--- src/rtl/emu_scan_ctrl_if.sv ---
// Command, dump-stream and restore-stream handshakes of the checkpoint
// scan controller. The controller takes the slave side and the host takes
// the master side.
interface emu_scan_ctrl_if;
  logic        cmd_valid;
  logic        cmd_ready;
  logic        cmd_dir;
  logic        out_valid;
  logic        out_ready;
  logic [63:0] out_data;
  logic        out_last;
  logic        in_valid;
  logic        in_ready;
  logic [63:0] in_data;

  modport slave (
    input  cmd_valid, cmd_dir, out_ready, in_valid, in_data,
    output cmd_ready, out_valid, out_data, out_last, in_ready
  );

  modport master (
    output cmd_valid, cmd_dir, out_ready, in_valid, in_data,
    input  cmd_ready, out_valid, out_data, out_last, in_ready
  );
endinterface

--- src/rtl/emu_scan_ctrl.sv ---
// Checkpoint scan controller for an emulated design: pauses the DUT clock,
// streams the FF scan chain and the RAM scan chain out (dump) or in
// (restore), then releases the pause and pulses done.
// RAM words pass through a staging FIFO because the RAM chain cannot stall.
// Optional: define EMU_SCAN_CTRL_CSUM_EN to add a 64-bit XOR checksum port.
//
// state     | meaning
// ----------+--------------------------------------------------------
// IDLE      | waiting for a command, cmd_ready high
// PAUSE     | one cycle of DUT pause before scanning starts
// FF_SCAN   | one FF word per stream handshake
// RAM_FILL  | restore: stage MEM_WORDS words in the FIFO
// RAM_PRE   | dump: two cycles of RAM chain read latency
// RAM_SCAN  | MEM_WORDS contiguous RAM chain cycles
// RAM_POST  | restore: one extra shift cycle to commit the last word
// RAM_END   | one cycle with ram_se low, pause still high
// DRAIN     | dump: pause released, emptying the FIFO to the stream
// FINISH    | done pulse, back to IDLE
module emu_scan_ctrl #(
  parameter int FF_WORDS   = 4,
  parameter int MEM_WORDS  = 8,
  parameter int FIFO_DEPTH = 16
) (
  input  logic          clk,
  input  logic          rstn,
  emu_scan_ctrl_if.slave bus,
  output logic          pause,
  output logic          done,
  output logic          ff_se,
  output logic          ff_dir,
  output logic [63:0]   ff_sdi,
  input  logic [63:0]   ff_sdo,
  output logic          ram_se,
  output logic          ram_sd,
  output logic [63:0]   ram_sdi,
  input  logic [63:0]   ram_sdo
`ifdef EMU_SCAN_CTRL_CSUM_EN
  ,
  output logic [63:0]   csum
`endif
);

  if (FIFO_DEPTH < MEM_WORDS) begin : g_bad_depth
    $error("emu_scan_ctrl: FIFO_DEPTH must be >= MEM_WORDS");
  end

  localparam int CNT_MAX = (FF_WORDS > MEM_WORDS + 2) ? FF_WORDS : MEM_WORDS + 2;
  localparam int CW      = $clog2(CNT_MAX + 1);
  localparam int AW      = (FIFO_DEPTH > 1) ? $clog2(FIFO_DEPTH) : 1;
  localparam int FW      = $clog2(FIFO_DEPTH + 1);

  localparam logic [CW-1:0] FF_TC   = CW'(FF_WORDS - 1);
  localparam logic [CW-1:0] MEM_TC  = CW'(MEM_WORDS - 1);
  localparam logic [CW-1:0] PRE_TC  = CW'(1);
  localparam logic [FW-1:0] FILL_TC = FW'(MEM_WORDS - 1);

  localparam logic [3:0] S_IDLE     = 4'd0;
  localparam logic [3:0] S_PAUSE    = 4'd1;
  localparam logic [3:0] S_FF_SCAN  = 4'd2;
  localparam logic [3:0] S_RAM_FILL = 4'd3;
  localparam logic [3:0] S_RAM_PRE  = 4'd4;
  localparam logic [3:0] S_RAM_SCAN = 4'd5;
  localparam logic [3:0] S_RAM_POST = 4'd6;
  localparam logic [3:0] S_RAM_END  = 4'd7;
  localparam logic [3:0] S_DRAIN    = 4'd8;
  localparam logic [3:0] S_FINISH   = 4'd9;

  logic [3:0]    state_q, state_d;
  logic [CW-1:0] cnt_q, cnt_d;
  logic          dir_q;
  logic          accept;

  logic [63:0]   mem [FIFO_DEPTH];
  logic [AW-1:0] wr_q, rd_q;
  logic [FW-1:0] fcnt_q;
  logic          fifo_empty;
  logic          push, pop;
  logic [63:0]   push_data;
  logic [63:0]   head;
  logic          step;
  logic          drain;

  function automatic logic [AW-1:0] ptr_inc(input logic [AW-1:0] p);
    return (p == AW'(FIFO_DEPTH - 1)) ? '0 : p + 1'b1;
  endfunction

  assign accept     = (state_q == S_IDLE) && bus.cmd_valid;
  assign fifo_empty = (fcnt_q == '0);
  assign head       = mem[rd_q];

  // State register, word counter and the direction latched at command accept.
  always_ff @(posedge clk) begin
    if (!rstn) begin
      state_q <= S_IDLE;
      cnt_q   <= '0;
      dir_q   <= 1'b0;
    end else begin
      state_q <= state_d;
      cnt_q   <= cnt_d;
      if (accept) dir_q <= bus.cmd_dir;
    end
  end

  // FIFO bookkeeping; a new command also flushes anything left by an abort.
  always_ff @(posedge clk) begin
    if (!rstn || accept) begin
      wr_q   <= '0;
      rd_q   <= '0;
      fcnt_q <= '0;
    end else begin
      if (push) wr_q <= ptr_inc(wr_q);
      if (pop)  rd_q <= ptr_inc(rd_q);
      fcnt_q <= fcnt_q + FW'(push) - FW'(pop);
    end
  end

  // FIFO storage, no reset needed since the pointers gate every read.
  always_ff @(posedge clk) begin
    if (push) mem[wr_q] <= push_data;
  end

  // Next state and all chain/stream outputs.
  always_comb begin
    state_d       = state_q;
    cnt_d         = cnt_q;
    bus.cmd_ready = 1'b0;
    bus.out_valid = 1'b0;
    bus.out_data  = '0;
    bus.out_last  = 1'b0;
    bus.in_ready  = 1'b0;
    done          = 1'b0;
    ff_se         = 1'b0;
    ff_sdi        = '0;
    ram_se        = 1'b0;
    ram_sd        = 1'b0;
    ram_sdi       = '0;
    push          = 1'b0;
    pop           = 1'b0;
    push_data     = '0;
    step          = 1'b0;
    pause         = (state_q >= S_PAUSE) && (state_q <= S_RAM_END);
    ff_dir        = (state_q == S_FF_SCAN) && dir_q;

    // Dumped RAM words leave the FIFO from the first scan cycle onward.
    // The last word can only be at the head once pushing has stopped.
    drain = !dir_q && ((state_q == S_RAM_SCAN) || (state_q == S_RAM_END) ||
                       (state_q == S_DRAIN));
    if (drain) begin
      bus.out_valid = !fifo_empty;
      bus.out_data  = head;
      bus.out_last  = !fifo_empty && (fcnt_q == FW'(1)) && (state_q != S_RAM_SCAN);
      pop           = !fifo_empty && bus.out_ready;
    end

    case (state_q)
      S_IDLE: begin
        bus.cmd_ready = 1'b1;
        if (bus.cmd_valid) begin
          state_d = S_PAUSE;
          cnt_d   = '0;
        end
      end
      S_PAUSE: begin
        state_d = S_FF_SCAN;
        cnt_d   = '0;
      end
      S_FF_SCAN: begin
        if (!dir_q) begin
          bus.out_valid = 1'b1;
          bus.out_data  = ff_sdo;
          ff_se         = bus.out_ready;
          step          = bus.out_ready;
        end else begin
          bus.in_ready = 1'b1;
          ff_sdi       = bus.in_data;
          ff_se        = bus.in_valid;
          step         = bus.in_valid;
        end
        if (step) begin
          if (cnt_q == FF_TC) begin
            state_d = dir_q ? S_RAM_FILL : S_RAM_PRE;
            cnt_d   = '0;
          end else begin
            cnt_d = cnt_q + 1'b1;
          end
        end
      end
      S_RAM_FILL: begin
        bus.in_ready = 1'b1;
        if (bus.in_valid) begin
          push      = 1'b1;
          push_data = bus.in_data;
          if (fcnt_q == FILL_TC) begin
            state_d = S_RAM_SCAN;
            cnt_d   = '0;
          end
        end
      end
      S_RAM_PRE: begin
        ram_se = 1'b1;
        if (cnt_q == PRE_TC) begin
          state_d = S_RAM_SCAN;
          cnt_d   = '0;
        end else begin
          cnt_d = cnt_q + 1'b1;
        end
      end
      S_RAM_SCAN: begin
        ram_se = 1'b1;
        if (dir_q) begin
          ram_sd  = 1'b1;
          ram_sdi = head;
          pop     = 1'b1;
        end else begin
          push      = 1'b1;
          push_data = ram_sdo;
        end
        if (cnt_q == MEM_TC) begin
          state_d = dir_q ? S_RAM_POST : S_RAM_END;
          cnt_d   = '0;
        end else begin
          cnt_d = cnt_q + 1'b1;
        end
      end
      S_RAM_POST: begin
        ram_se  = 1'b1;
        ram_sd  = 1'b1;
        state_d = S_RAM_END;
      end
      S_RAM_END: begin
        state_d = dir_q ? S_FINISH : S_DRAIN;
      end
      S_DRAIN: begin
        if (fifo_empty || (pop && bus.out_last)) state_d = S_FINISH;
      end
      S_FINISH: begin
        done    = 1'b1;
        state_d = S_IDLE;
      end
      default: state_d = S_IDLE;
    endcase
  end

`ifdef EMU_SCAN_CTRL_CSUM_EN
  // Running XOR of every word moved on either stream by the current operation.
  always_ff @(posedge clk) begin
    if (!rstn || accept) begin
      csum <= '0;
    end else if (bus.out_valid && bus.out_ready) begin
      csum <= csum ^ bus.out_data;
    end else if (bus.in_valid && bus.in_ready) begin
      csum <= csum ^ bus.in_data;
    end
  end
`endif

endmodule
--- src/flat_wrapper.sv ---
// flat-port wrapper written by rule: the top's interface ports become plain ports
module emu_scan_ctrl_flat 
#(
  parameter int FF_WORDS   = 4,
  parameter int MEM_WORDS  = 8,
  parameter int FIFO_DEPTH = 16
)
  (clk, rstn, pause, done, ff_se, ff_dir, ff_sdi, ff_sdo, ram_se, ram_sd, ram_sdi, ram_sdo, bus_cmd_valid, bus_cmd_dir, bus_out_ready, bus_in_valid, bus_in_data, bus_cmd_ready, bus_out_valid, bus_out_data, bus_out_last, bus_in_ready);
  emu_scan_ctrl_if bus_i ();
  input  logic clk;
  input  logic rstn;
  output logic pause;
  output logic done;
  output logic ff_se;
  output logic ff_dir;
  output logic [63:0] ff_sdi;
  input  logic [63:0] ff_sdo;
  output logic ram_se;
  output logic ram_sd;
  output logic [63:0] ram_sdi;
  input  logic [63:0] ram_sdo;
  input wire logic [$bits(bus_i.cmd_valid)-1:0] bus_cmd_valid;
  input wire logic [$bits(bus_i.cmd_dir)-1:0] bus_cmd_dir;
  input wire logic [$bits(bus_i.out_ready)-1:0] bus_out_ready;
  input wire logic [$bits(bus_i.in_valid)-1:0] bus_in_valid;
  input wire logic [$bits(bus_i.in_data)-1:0] bus_in_data;
  output wire logic [$bits(bus_i.cmd_ready)-1:0] bus_cmd_ready;
  output wire logic [$bits(bus_i.out_valid)-1:0] bus_out_valid;
  output wire logic [$bits(bus_i.out_data)-1:0] bus_out_data;
  output wire logic [$bits(bus_i.out_last)-1:0] bus_out_last;
  output wire logic [$bits(bus_i.in_ready)-1:0] bus_in_ready;
  assign bus_i.cmd_valid = bus_cmd_valid;
  assign bus_i.cmd_dir = bus_cmd_dir;
  assign bus_i.out_ready = bus_out_ready;
  assign bus_i.in_valid = bus_in_valid;
  assign bus_i.in_data = bus_in_data;
  assign bus_cmd_ready = bus_i.cmd_ready;
  assign bus_out_valid = bus_i.out_valid;
  assign bus_out_data = bus_i.out_data;
  assign bus_out_last = bus_i.out_last;
  assign bus_in_ready = bus_i.in_ready;
  emu_scan_ctrl #(.FF_WORDS(FF_WORDS), .MEM_WORDS(MEM_WORDS), .FIFO_DEPTH(FIFO_DEPTH)) u_core (.clk(clk), .rstn(rstn), .bus(bus_i), .pause(pause), .done(done), .ff_se(ff_se), .ff_dir(ff_dir), .ff_sdi(ff_sdi), .ff_sdo(ff_sdo), .ram_se(ram_se), .ram_sd(ram_sd), .ram_sdi(ram_sdi), .ram_sdo(ram_sdo));
endmodule
--- config.mk ---
export PLATFORM = sky130hd
export DESIGN_NAME = emu_scan_ctrl_flat
export DESIGN_NICKNAME = d
export VERILOG_FILES = /design/src/rtl/emu_scan_ctrl_if.sv /design/src/rtl/emu_scan_ctrl.sv /design/src/flat_wrapper.sv
export SDC_FILE = /design/constraint.sdc
export NUM_CORES = 1
export LEC_CHECK = 0
export CAP_MARGIN = 20
export CELL_PAD_IN_SITES_DETAIL_PLACEMENT = 0
export CELL_PAD_IN_SITES_GLOBAL_PLACEMENT = 1
export CORE_UTILIZATION = 45
export CTS_BUF_LIST = sky130_fd_sc_hd__clkbuf_4 sky130_fd_sc_hd__clkbuf_8
export CTS_CLUSTER_DIAMETER = 200
export DETAILED_ROUTE_END_ITERATION = 16
export DONT_BUFFER_PORTS = 1
export PLACE_DENSITY_LB_ADDON = 0.1
export SYNTH_ARGS = -nofsm -noshare
export SYNTH_HDL_FRONTEND = slang
export SYNTH_SLANG_ARGS = --single-unit
--- constraint.sdc ---
create_clock -name clk -period 16.35 [get_ports clk]
set_clock_uncertainty 0.2 [all_clocks]
set_input_delay 4.0875 -clock clk [delete_from_list [all_inputs] [get_ports clk]]
set_output_delay 4.0875 -clock clk [all_outputs]
set_load 0.02 [all_outputs]
After elaboration in Yosys (flattened, before gate mapping)
Memory sizes are Yosys's and may differ from the RTL's. A register that Yosys moved wholly into a read port is not among the register bits.
Index checks and enable logic that the tools add are counted.
{"block": "word_totals", "regBits": 22, "mem_count": 1, "out_inout_bits": 202, "word_cells": 115, "mem_bits_rw": 1024, "input_bits": 198}
{"block": "classes", "add_sub_neg": 5, "n_eq_ne": 25, "n_reduce_logical": 21, "muxes": 55, "n_lt_le_gt_ge": 2}
{"memory": "u_core.mem", "depth": 16, "width": 64, "rd": 1, "rd_clocked_by_memory_dff": 1, "write_ports": 1, "line_no": "emu_scan_ctrl.sv:73", "source": "logic [63:0] mem [FIFO_DEPTH];"}
{"op": "64-bit 2-to-1 mux", "count": 9}
{"op": "64-bit one-hot mux with 2 select lines", "count": 1}
{"op": "4-bit 2-to-1 mux", "count": 19}
{"op": "4-bit one-hot mux with 9 select lines", "count": 1}
{"op": "4-bit one-hot mux with 6 select lines", "count": 1}
{"op": "4-bit by 3-bit == test with 1-bit output, second input constant", "count": 5}
{"op": "1-bit 2-to-1 mux", "count": 20}
{"op": "4-bit == test, second input constant", "count": 4}
{"op": "4-bit by 1-bit adder with 4-bit output, second input constant", "count": 3}
{"op": "4-bit by 2-bit == test with 1-bit output, second input constant", "count": 3}
{"op": "2-bit != test, second input constant", "count": 6}
{"op": "4-bit by 1-bit == test with 1-bit output, second input constant", "count": 2}
{"op": "1-bit logical AND", "count": 8}
{"op": "8-bit AND reduction", "count": 1}
{"op": "1-bit one-hot mux with 2 select lines", "count": 3}
{"op": "6-bit nonzero test", "count": 1}
{"op": "5-bit by 1-bit adder with 5-bit output", "count": 1}
{"op": "5-bit by 1-bit == test with 1-bit output, second input constant", "count": 1}
{"op": "5-bit by 3-bit == test with 1-bit output, second input constant", "count": 1}
{"op": "5-bit zero test", "count": 1}
{"op": "5-bit AND reduction", "count": 1}
{"op": "5-bit by 1-bit subtractor with 5-bit output", "count": 1}
{"op": "4-bit by 1-bit greater-or-equal comparator with 1-bit output, second input constant", "count": 1}
{"op": "4-bit by 3-bit <= comparator with 1-bit output, second input constant", "count": 1}
{"op": "other kinds (7)", "count": 13}

Depth between registers and ports, before layout
Gate-level depths: netlist of run 1.
{"block": "logic_depth", "depth_word": 9, "mapped_depth": 15, "depth_no_buf": 15}

Worst setup path before layout of run 1
No wires, ideal clock.
{"block": "synth_timing", "kind": "input -> register", "from": "in bus_in_valid", "to": "mem u_core.mem[3][0], enable pin", "required_time_ns": 15.585, "slack_ns": 6.623, "setup_time_ns": 0.565, "stages": 4, "t_arrival_ns": 8.963, "n_path_buf": 0, "cell_sequence": "nand3b_1 > a21boi_4 > nand2_1 > nor3_1"}
{"block": "synth_via", "elab_chain_cells": 4}
{"element": "start: declaration", "line_no": "flat_wrapper.sv:25", "source": "input wire logic [$bits(bus_i.in_valid)-1:0] bus_in_valid;"}
{"element": "1-bit 2-to-1 mux", "line_no": "emu_scan_ctrl.sv:190", "source": "if (bus.in_valid) begin"}
{"element": "1-bit one-hot mux with 2 select lines", "line_no": "emu_scan_ctrl.sv:155", "source": "case (state_q)"}
{"element": "via u_core.push", "line_no": "emu_scan_ctrl.sv:77", "source": "logic push, pop;"}
{"element": "1-bit 2-to-1 mux", "line_no": "emu_scan_ctrl.sv:119", "source": "if (push) mem[wr_q] <= push_data;"}
{"element": "1-bit 2-to-1 mux (implied by the code)", "line_no": "emu_scan_ctrl.sv:119"}
{"element": "end: declaration", "line_no": "emu_scan_ctrl.sv:73"}
The timed path passes the listed nets, and every way through them passes these cells.

==> results of run 1 <==
[synthesized netlist by cell type, drive strengths merged (2+ instances only)]
master,n,area [µm²]
edfxtp,1024,30750
mux4,256,5766
a22o,129,1131
nor2,101,381.6
nand2,81,304.0
clkbuf,80,300.3
o21ai,73,365.4
and3,65,406.6
a221oi,64,960.9
buf,62,366.6
dfxtp,26,520.5
a21oi,17,85.08
inv,16,60.05
ha,13,162.7
nor3,11,60.06
nand3,9,45.04
nand2b,8,50.05
mux2i,6,60.06
nor2b,6,37.54
and2,4,25.02
a31oi,3,18.77
nand3b,3,22.52
nor3b,3,22.52
xor2,3,26.28
a211oi,2,15.01
a21boi,2,26.28
a21o,2,15.01
nor4b,2,23.77
o21a,2,15.01
or2,2,12.51
or4,2,15.01
[metrics by stage]
stage                     utilization  setup slack, ns  total power [µW]
final                          0.5086            7.379              5623
after CTS                      0.5081            7.100              5687
after floorplan                     -            6.623              3388
after detailed placement       0.4729            7.459              3509
after global routing           0.5085            6.969              5832
after global placement         0.4729            7.457              3495
[tightest hold or removal path: stages, from the launching register on]
cell and delay [ns]:
dfxtp_1 0.35, nand2_1 0.07, o21ai_1 0.07
[registers in the layout (all words and copies together), names as in the netlist, named ones only]
| name | count |
|---|---|
| u_core.wr_q | 4 |
| u_core.cnt_q | 4 |
| u_core.fcnt_q | 5 |
| u_core.rd_q | 4 |
| u_core.dir_q | 1 |
| u_core.mem | 1024 |
| u_core.state_q | 4 |
[worst paths after layout]
path	endpoint	slack, ns	depth (start not counted)
hold / removal	u_core.rd_q[2]$_SDFFE_PP0N_	0.34	2
setup reg to reg	u_core.mem[12][41]$_DFFE_PP_	12.11	5
setup / recovery	bus_out_data[0]	7.38	6
hold reg to reg	u_core.rd_q[2]$_SDFFE_PP0N_	0.34	2
[logic make-up after synthesis]
logic type	count (synthesis)	share of synthesized area
AO/OA/AOI/OAI	301	0.06448
XOR/XNOR	4	0.0008298
adder cells (fa/ha/maj)	14	0.004326
buffers and inverters	158	0.01722
flip-flops	1050	0.7405
multiplexers	262	0.1380
AND/OR/NAND/NOR	303	0.03467
[power by group through the flow]
stage               logic (µW)  registers (µW)  clock network, µW
detailed placement         415            3090                  0
CTS                        416            3040               2230
global route               442            3040               2350
finish                     409            3040               2170
floorplan                  323            3070                  0
global placement           403            3090                  0
[routing by layer]
metal  vias up  part of all wire  track usage
met5         -           0.00041            0
met4         6             0.022      0.06526
met3       150             0.053      0.04226
met2       677              0.49       0.3552
met1     11440              0.44       0.3065
li1       8958                 -            -
[layout make-up]
| type | instances | area [µm²] |
|---|---|---|
| timing repair buffer | 50 | 407.9 |
| multi-input combinational | 884 | 10400 |
| clock buffer | 225 | 2778 |
| sequential | 1050 | 31280 |
| inverter | 16 | 60.06 |
| antenna | 7 | 17.52 |
| clock inverter | 76 | 476.7 |
| fill | 7419 | 45380 |
| tap | 1243 | 1555 |
==> summary.md, run 1 <==
| Metric | Value |
|---|---|
| Cts repair resizes | `0` |
| Crit path DAT | `4.68 ns` |
| P_int | `4291 µW` |
| Site Rows | `111` |
| Worst-case clock buffer depth | `3` |
| Die X | `308.3 µm` |
| Ports | `400` |
| Final setup fails | `0` |
| Hold Fails Final Rpt | `0` |
| Syn Nets | `2304` |
| Combinational share of power | `0.073` |
| Syn Area/Cell | `20.18 µm²` |
| Total Nets Final | `2385` |
| Share of cells above drive strength 1 | `0.2881` |
| Area Overhead vs Synth | `11.24%` |
| Height of the die | `308.3 µm` |
| Crit share post-route | `0.5487` |
| CTS tree | `done` |
| Final Instance Area | `46970 µm²` |
| Vias per inst | `5.979` |
| Dpl cells | `3242` |
| CP Max Fanout | `104` |
| Detailed Route Iter0 Violations | `1727` |
| Worst path top cell family by delay | `buffers and inverters` |
| RSZ-0062 raised after global routing | `false` |
| Placed instance area | `43670 µm²` |
| Net switching power | `1332 µW` |
| Max Clk Rate | `111.5 MHz` |
| PD cells | `119.7 nW/µm²` |
| Syn Std Cell Area | `42230 µm²` |
| Critical Path End Type | `primary output` |
| Hold WC Path Type | `reg2reg` |
| Sequential power share | `0.540` |
| Pins Over Slew Limit | `0` |
| Setup crit start kind | `flip-flop` |
| Leak pwr | `0.01466 µW` |
| Relative slew slack | `0.2570` |
| WHS | `0.3400 ns` |
| Asr flop ratio synth | `0` |
| Seq/Total Area, Yosys | `0.7405` |
| Switching Share | `0.2368` |
| Setup TNS | `0 ns` |
| Least-Margin Pin Slew | `1.114 ns` |
| Clock network power share | `0.387` |
| Synth cell types | `56` |
| #FFs+latches synth | `1050` |
| H-tree depth | `4` |
| Buf+Inv Stages, Crit Path | `2` |
| Max VDD drop | `79.67 µV` |
| Postcts setup bufs | `0` |
| Vias in the first global route | `21.97k` |
| Total track usage | `0.2206` |
| Worst r2r src | `u_core.state_q[2]$_SDFFE_PN0P_` |
| Most common cell after layout, fill and taps aside | `edfxtp_1` |
| Post-synth EDFFs | `1024` |
| Clk slew on worst S/H paths | `0.06 ns` |
| Clk root buf | `clkbuf_8` |
| DR pass1 iterations | `5` |
| CP Data Required Time | `12.06 ns` |
| Initial antenna violation count | `7` |
| Clk Latency, worst-skew pair | `0.81 ns` |
| Worst setup path class | `reg2out` |
| Status | `finished clean` |
| Port bufs | `0` |
| Prevailing post-synth register cell | `edfxtp_1` |
| Worst-path cell chain | `buf_12, buf_4, mux4_2, a22o_1, a221oi_2, o21ai_1` |
| RePlAce Congestion | `0.6996` |
| WL final | `104500 µm` |
| Synthesis Warnings | `0` |
| Period minus WS final | `8.971 ns` |
| Initial core utilization | `0.4572` |
| Antenna-violating nets left | `0` |
| Largest net degree at the start of global routing | `105` |
| Most frequent cells in the layout | `edfxtp_1, mux4_2, clkbuf_8, a22o_1, nor2_1` |
| GRT overflow | `0` |
| Post-DP HPWL | `52910 µm` |
| Global-route wire length before repair | `148100 µm` |
| Die ar. | `95070 µm²` |
| Worst Hold Launch | `u_core.rd_q[2]$_SDFFE_PP0N_` |
| Crit-path max cell delay | `0.87 ns` |
| Hold_buf cts | `0` |
| Non-filler cells, final | `3551` |
| Routed vias | `21.23k` |
| CTS Buf Count | `171` |
| Slowest CP cell | `buf_4` |
| Mapped Cells | `2092` |
| Max-cap violation count | `0` |
| Clock Sinks | `1050` |
| Routed len/inst | `29.43 µm` |
| Core Area | `92360 µm²` |
| Drc violations | `0` |
Note: power is estimated with default switching activity, not from simulation.
==> run 2: changes to the inputs <==
==> constraint.sdc (replaced) <==
create_clock -name clk -period 7.45 [get_ports clk]
set_clock_uncertainty 0.2 [all_clocks]
set_input_delay 1.8625 -clock clk [delete_from_list [all_inputs] [get_ports clk]]
set_output_delay 1.8625 -clock clk [all_outputs]
set_load 0.02 [all_outputs]
==> run 2 against run 1 <==
Sequential share of layout area fell by 0.30 points. Routed wire length increased by 0.38%. Flip-flop and latch count stayed put. Die area unchanged. Via count is essentially flat. Worst setup slack lost 6.1 ns. Combinational power is 120% higher. Final cell count down 0.17%. Non-clock buffer count decreased by 5.
==> summary.md, run 2 (synthesis gave the netlist of run 1 again) <==
| Metric | Value |
|---|---|
| Status | `finished clean` |
| Least-Margin Pin Slew | `1.145 ns (+0.03081 ns)` |
| Most common cell after layout, fill and taps aside | `edfxtp_1` |
| Routed vias | `21.25k (+0.089%)` |
| Max VDD drop | `176.8 µV (+120%)` |
| Share of cells above drive strength 1 | `0.2860 (-0.002173)` |
| Biggest regs | `u_core.mem (1024), u_core.fcnt_q (5)` |
| Global-route wire length before repair | `149100 µm (+0.68%)` |
| R2R setup slack | `3.40 ns (-8.71 ns)` |
| Net switching power | `2924 µW (+120%)` |
| Die X | `308.3 µm (unchanged)` |
| Clk slew on worst S/H paths | `0.05 ns (about the same)` |
| Max Clk Rate | `162.8 MHz` |
| Initial core utilization | `0.4572 (unchanged)` |
| Postcts setup bufs | `0 (unchanged)` |
| H-tree depth | `4 (unchanged)` |
| Clk root buf | `clkbuf_8` |
| CP Data Required Time | `5.39 ns (-6.67 ns)` |
| GRT overflow | `0 (unchanged)` |
| CP Max Fanout | `33 (-68%)` |
| RSZ-0062 raised after global routing | `false` |
| Hold Fails Final Rpt | `0 (unchanged)` |
| Post-DP HPWL | `53260 µm (+0.65%)` |
| Critical Path End Type | `primary output` |
| Largest net degree at the start of global routing | `79 (-25%)` |
| Crit share post-route | `0.8244` |
| Switching Share | `0.2365 (-0.0002785)` |
| WHS | `0.3476 ns (+0.007631 ns)` |
| CTS Buf Count | `172 (+0.58%)` |
| Cts repair resizes | `0 (unchanged)` |
| Number of flip-flops in the largest register | `1024 (unchanged)` |
| PD cells | `262.0 nW/µm² (+120%)` |
| Vias per inst | `5.995 (+0.26%)` |
| CTS tree | `done` |
| Combinational share of power | `0.073 (about the same)` |
| Hold_buf cts | `0 (unchanged)` |
| Antenna-violating nets left | `0 (unchanged)` |
| Area Overhead vs Synth | `11.74%` |
| Most frequent cells in the layout | `edfxtp_1, mux4_2, clkbuf_8, a22o_1, nor2_1` |
| Worst-case clock buffer depth | `3 (unchanged)` |
| Port bufs | `0 (unchanged)` |
| Pins Over Slew Limit | `0 (unchanged)` |
| Max-cap violation count | `0 (unchanged)` |
| Period minus WS final | `6.142 ns` |
| Leak pwr | `0.01467 µW (about the same)` |
| Sequential power share | `0.539 (about the same)` |
| Total Nets Final | `2381 (-0.17%)` |
| Routed len/inst | `29.60 µm (+0.55%)` |
| Die ar. | `95070 µm² (unchanged)` |
| Hold path endpoint | `u_core.rd_q[2]$_SDFFE_PP0N_` |
| R2r endpoint | `u_core.fcnt_q[4]$_SDFF_PP0_` |
| Site Rows | `111 (unchanged)` |
| Core Area | `92360 µm² (unchanged)` |
| Final Instance Area | `47180 µm² (+0.45%)` |
| Height of the die | `308.3 µm (unchanged)` |
| DR pass1 iterations | `5 (unchanged)` |
| WL final | `104900 µm (+0.38%)` |
| Hold path depth | `2 (unchanged)` |
| Worst Hold Launch | `u_core.rd_q[2]$_SDFFE_PP0N_` |
| Vias in the first global route | `22.13k (+0.73%)` |
| Crit path from | `u_core.state_q[1]$_SDFFE_PN0P_` |
| P_int | `9439 µW (+120%)` |
| Crit path DAT | `4.08 ns (-0.60 ns)` |
| Worst setup path class | `reg2out` |
| Ports | `400 (unchanged)` |
| Final Util | `0.5109 (+0.002276)` |
| Setup TNS | `0 ns (unchanged)` |
| Number of fill cells | `7379 (-0.54%)` |
| Initial antenna violation count | `9 (+2)` |
| Total track usage | `0.2217 (+0.001053)` |
| Relative slew slack | `0.2365 (-0.02054)` |
| Clock Sinks | `1050 (unchanged)` |
| Largest reg by FF count | `u_core.mem` |
| Placed instance area | `43890 µm² (+0.50%)` |
| RePlAce Congestion | `0.7270 (+3.9%)` |
| FF-to-FF path depth | `13 (+8)` |
| Hold WC Path Type | `reg2reg` |
| Drc violations | `0 (unchanged)` |
| Setup crit start kind | `flip-flop` |
| Clock network power share | `0.388 (about the same)` |
| Detailed Route Iter0 Violations | `2039 (+18%)` |
| Worst r2r src | `u_core.state_q[1]$_SDFFE_PN0P_` |
| Final setup fails | `0 (unchanged)` |
| Clk Latency, worst-skew pair | `0.80 ns (about the same)` |
## run 2: power groups by stage
stage / clock, µW / combinational [µW] / sequential (µW)
after global placement: 0 / 882 / 6780
after CTS: 4920 / 906 / 6670
after detailed placement: 0 / 903 / 6790
after floorplan: 0 / 709 / 6720
final: 4800 / 899 / 6670
after global routing: 5170 / 959 / 6670
## run 2: layer usage
layer | vias up | GRT usage | wire length, µm
li1 | 8962 | - | -
met1 | 11380 | 0.2997 | 44980
met2 | 732 | 0.3712 | 52680
met3 | 161 | 0.04178 | 5565
met4 | 14 | 0.05519 | 1602
met5 | - | 0 | 93
## run 2: stage by stage
step / std cells / worst slack [ns] / power [µW]
2_1_floorplan: 2092 / 1.664 / 7432
3_3_place_gp: 3238 / 2.290 / 7661
3_5_place_dp: 3238 / 2.149 / 7692
4_1_cts: 3544 / 1.231 / 12500
5_1_grt: 3545 / 1.110 / 12800
6_report: 3545 / 1.308 / 12360
## run 2: layout make-up
class                      count  area (µm²)  share of cell area
clock buffer                 234        2858             0.06057
inverter                      16       60.06            0.001273
tap                         1243        1555             0.03296
multi-input combinational    884       10420              0.2209
sequential                  1050       31280              0.6630
timing repair buffer          45       575.6             0.01220
clock inverter                72       429.2            0.009096
antenna                        1       2.502          0.00005304
## run 2: worst max-delay path by stage
stage	to	slack [ns]	depth (start not counted)
3_3_place_gp	bus_out_data[35]	2.29	5
4_1_cts	bus_out_data[37]	1.23	5
2_1_floorplan	u_core.mem[15][0]$_DFFE_PP_	1.66	4
5_1_grt	bus_out_data[27]	1.11	5
3_5_place_dp	bus_out_data[37]	2.15	5
6_report	bus_out_data[35]	1.31	5
## run 2: worst max-delay path: stages, from the launching register on
cell	delay, ns
dfxtp_1	0.76
or4b_1	0.65
nor2_4	0.88
buf_4	0.55
nand2_1	0.12
o21ai_1	0.26
==> variant 1: new RTL, flow settings as in run 2 <==
`MEM_WORDS` is set to 8 in 2 places; all go to 4.
--- a/src/rtl/emu_scan_ctrl.sv
+++ b/src/rtl/emu_scan_ctrl.sv
@@ -18,7 +18,7 @@
 // FINISH    | done pulse, back to IDLE
 module emu_scan_ctrl #(
   parameter int FF_WORDS   = 4,
-  parameter int MEM_WORDS  = 8,
+  parameter int MEM_WORDS  = 4,
   parameter int FIFO_DEPTH = 16
 ) (
   input  logic          clk,
--- a/src/flat_wrapper.sv
+++ b/src/flat_wrapper.sv
@@ -2,7 +2,7 @@
 module emu_scan_ctrl_flat 
 #(
   parameter int FF_WORDS   = 4,
-  parameter int MEM_WORDS  = 8,
+  parameter int MEM_WORDS  = 4,
   parameter int FIFO_DEPTH = 16
 )
   (clk, rstn, pause, done, ff_se, ff_dir, ff_sdi, ff_sdo, ram_se, ram_sd, ram_sdi, ram_sdo, bus_cmd_valid, bus_cmd_dir, bus_out_ready, bus_in_valid, bus_in_data, bus_cmd_ready, bus_out_valid, bus_out_data, bus_out_last, bus_in_ready);
Behaviour: no difference found for any inputs over 4 cycles, from zero or initial values and one cycle with rstn low; that may be too few to reach the edited logic, so the function may still have changed.
==> variant 1 against run 2 <==
  * Highest routed layer unchanged
  * Final area decreased by 0.61%
  * Worst hold slack worse by 0.069 ns
  * Final cell count decreased by 0.25%
  * Non-clock buffer count up 6
  * Sequential cell count shrank 1
  * Worst setup slack worse by 0.014 ns
  * Synthesized area decreased by 0.74%
  * Via count decreased by 0.64%
  * Combinational power grew 4.9%
  * Power shrank 0.37%
  * Core utilization fell by 0.080 points
  * Maximum frequency down 0.23%
  * Routed wire length rose by 0.53%
  * Largest cell class unchanged
  * Clock power is 3% lower
==> variant 1: results <==
export IMPL_status="complete, no violations"
export IMPL_syn_num_nets=2290
export IMPL_grt_pass1_wl_um=150000
export IMPL_cp_max_fo=32
export IMPL_reg2regPathDepth=12
export IMPL_yosys_top_cells_area="edfxtp_1, mux4_2, a22o_1"
export IMPL_ir_drop_uv=161
export IMPL_n_fill_cell=7494
export IMPL_use_met2_pct=37.2
export IMPL_max_freq_ghz=0.162
export IMPL_min_to="u_core.cnt_q[1]"
export IMPL_antenna_found_initial=6
export IMPL_final_seq_area_sq_um=31300
export IMPL_vias=21100
export IMPL_grt_max_degree=80
export IMPL_drive_above_1_share_pct=28.1
export IMPL_dp_cells=3228
export IMPL_p_int_mw=9.30
export IMPL_wl_met2_um=53300
export IMPL_power_frac_seq_pct=54.5
export IMPL_gp_congestion=0.730
export IMPL_clock_latency_ns=0.82
export IMPL_pwr_share_comb_pct=7.7
export IMPL_dp_slack_ns=1.99
export IMPL_yosys_top_cells_count="edfxtp_1, mux4_2, a22o_1, nor2_1, clkbuf_1"
export IMPL_grt_pass1_vias=21900
export IMPL_cp_top_family="buffers and inverters"
export IMPL_wl_met3_um=5880
export IMPL_hold_start="u_core.cnt_q[1]"
export IMPL_hold_worst_slack_ns=0.278
export IMPL_wl_met1_um=44200
export IMPL_cts_repair_resized=0
export IMPL_placed_cell_area_sq_um=43700
export IMPL_cpPeakStageDelay_ns=0.80
export IMPL_drt_iter0_drc=1830
export IMPL_worstPathArrival_ns=4.09
export IMPL_r2r_slack_ns=3.50
export IMPL_numCtsBuffers=169
export IMPL_met3_usage_pct=4.30
export IMPL_met1_usage_pct=29.9
export IMPL_relSlewSlack_pct=25.6
[variant 1: cell count changes after synthesis, sizes merged, moves of 4 or more]
cell    before  now
nor3        11    5
nand3        9    2
clkbuf      80   89
nand2       81   87
a21oi       17   13
buf         62   52
[variant 1: final cells by class]
class | instances | area share [%]
antenna | 5 | 0.0267
clock buffer | 232 | 6.01
clock inverter | 70 | 0.779
inverter | 15 | 0.120
multi-input combinational | 871 | 21.8
sequential | 1049 | 66.7
tap | 1243 | 3.32
timing repair buffer | 51 | 1.34
[variant 1: cell families (layout without fill, tap and decap cells)]
family                     after synthesis  in the layout  share of synthesized area [%]
AOI/OAI and AO/OA                      296            296                           6.07
adders and majority gates               16             16                          0.496
buffers and inverters                  156            368                           1.57
and+or+nand+nor                        293            293                           3.33
other                                    0              5                              0
xor gates and xnor gates                 5              5                          0.104
muxes                                  261            261                           13.9
DFF                                   1049           1049                           74.6
==> variant 2: new RTL, config.mk and constraints of run 2 <==
Without the edit above. Compare `cnt_q` against `MEM_TC` with >= in place of ==.
--- a/src/rtl/emu_scan_ctrl.sv
+++ b/src/rtl/emu_scan_ctrl.sv
@@ -215,7 +215,7 @@
           push      = 1'b1;
           push_data = ram_sdo;
         end
-        if (cnt_q == MEM_TC) begin
+        if (cnt_q >= MEM_TC) begin
           state_d = dir_q ? S_RAM_POST : S_RAM_END;
           cnt_d   = '0;
         end else begin
Function: same outputs for any inputs over 4 cycles, from zero or initial values and one cycle with rstn low; that may be too few to reach the edited logic, so the function may still have changed.
==> variant 2 against run 2 <==
  * Synthesized area is 1.6% higher
  * Maximum frequency is 1.8% higher
  * Largest cell class unchanged
  * Register-to-register slack lost 0.25 ns
  * Combinational power rose by 17%
  * Worst hold slack got worse by 0.029 ns
  * Final area increased by 1.4%
  * Power increased by 2.2%
  * Sequential power increased by 0.7%
  * Highest routed layer unchanged
  * Routed wire length grew 2.6%
  * Non-clock buffer count is 6 higher
  * First-iteration DRC count fell by 18%
  * Sequential cell count stayed put
  * Worst setup slack better by 0.11 ns
==> variant 2: results <==
export IMPL_grt_max_degree=70
export IMPL_synth_area_per_cell_sq_um=19.9
export IMPL_wl_met3_um=5820
export IMPL_r2r_start="u_core.dir_q"
export IMPL_grt_pass1_wl_um=156000
export IMPL_yosys_top_cells_count="edfxtp_1, mux4_2, mux2i_1, clkbuf_1, and2_1"
export IMPL_wire_per_inst_um=29.7
export IMPL_fin_ws_ns=1.42
export IMPL_p_int_mw=9.59
export IMPL_critPathCapture="bus_out_data[63]"
export IMPL_synth_compound_area_share_pct=5.22
export IMPL_areaGrowthSynthToFinish_pct=11.4
export IMPL_drive_above_1_share_pct=25.7
export IMPL_nNetsFinal=2446
export IMPL_clock_cell_area_share_pct=6.97
export IMPL_synthMuxAreaShare_pct=16.5
export IMPL_ir_drop_uv=175
export IMPL_buffers=51
export IMPL_p_leak_nw=14.9
export IMPL_met3_usage_pct=4.17
export IMPL_antenna_found_initial=8
export IMPL_synthXorXnorAreaFrac_pct=0.0816
export IMPL_placed_cell_area_sq_um=44500
export IMPL_reg2regPathDepth=6
export IMPL_vias=21700
export IMPL_worstReg2RegEnd="u_core.mem[2][34]"
export IMPL_cts_path_max_buffers=3
export IMPL_n_fill_cell=7681
export IMPL_use_met2_pct=37.7
export IMPL_multi_input_area_share_pct=23.1
export IMPL_seq_cells=1050
export IMPL_worstPathArrival_ns=3.97
export IMPL_nonClkBufAreaFrac_pct=1.06
export IMPL_status="complete, no violations"
export IMPL_final_seq_area_sq_um=31300
export IMPL_cp_max_fo=64
export IMPL_dp_slack_ns=2.21
export IMPL_min_to="u_core.cnt_q[1]"
export IMPL_wl_met2_um=54500
export IMPL_cp_slowest_cell="dfxtp_2"
export IMPL_multi_input_comb_cells=938
export IMPL_ys_seq_area_share_pct=72.9
export IMPL_hpwl_um=58700
export IMPL_grtUsageTotal_pct=22.3
export IMPL_numCtsBuffers=171
export IMPL_wl_met1_um=45000
export IMPL_met1_usage_pct=29.4
## variant 2: per-stage QoR
step           cells  power, mW  hold WS [ns]
6_report        3624       12.6         0.318
5_1_grt         3624       13.1         0.354
4_1_cts         3622       12.8         0.320
3_5_place_dp    3314       7.89         0.310
3_3_place_gp    3313       7.86         0.290
2_1_floorplan   2159       7.58         0.272
## variant 2: power by group through the flow
| stage | sequential [mW] | combinational (mW) | clock, mW |
|---|---|---|---|
| detailed placement | 6.84 | 1.05 | 0 |
| CTS | 6.72 | 1.05 | 4.98 |
| global placement | 6.83 | 1.02 | 0 |
| floorplan | 6.78 | 0.794 | 0 |
| finish | 6.72 | 1.05 | 4.87 |
| global route | 6.72 | 1.12 | 5.23 |
## variant 2: worst register-to-register path, stage by stage (launching register included)
cell and delay (ns):
dfxtp_4 0.51, buf_4 0.35, or3b_4 0.45, a211oi_4 0.50
nor3b_1 0.50, and2_4 0.77, buf_4 0.64
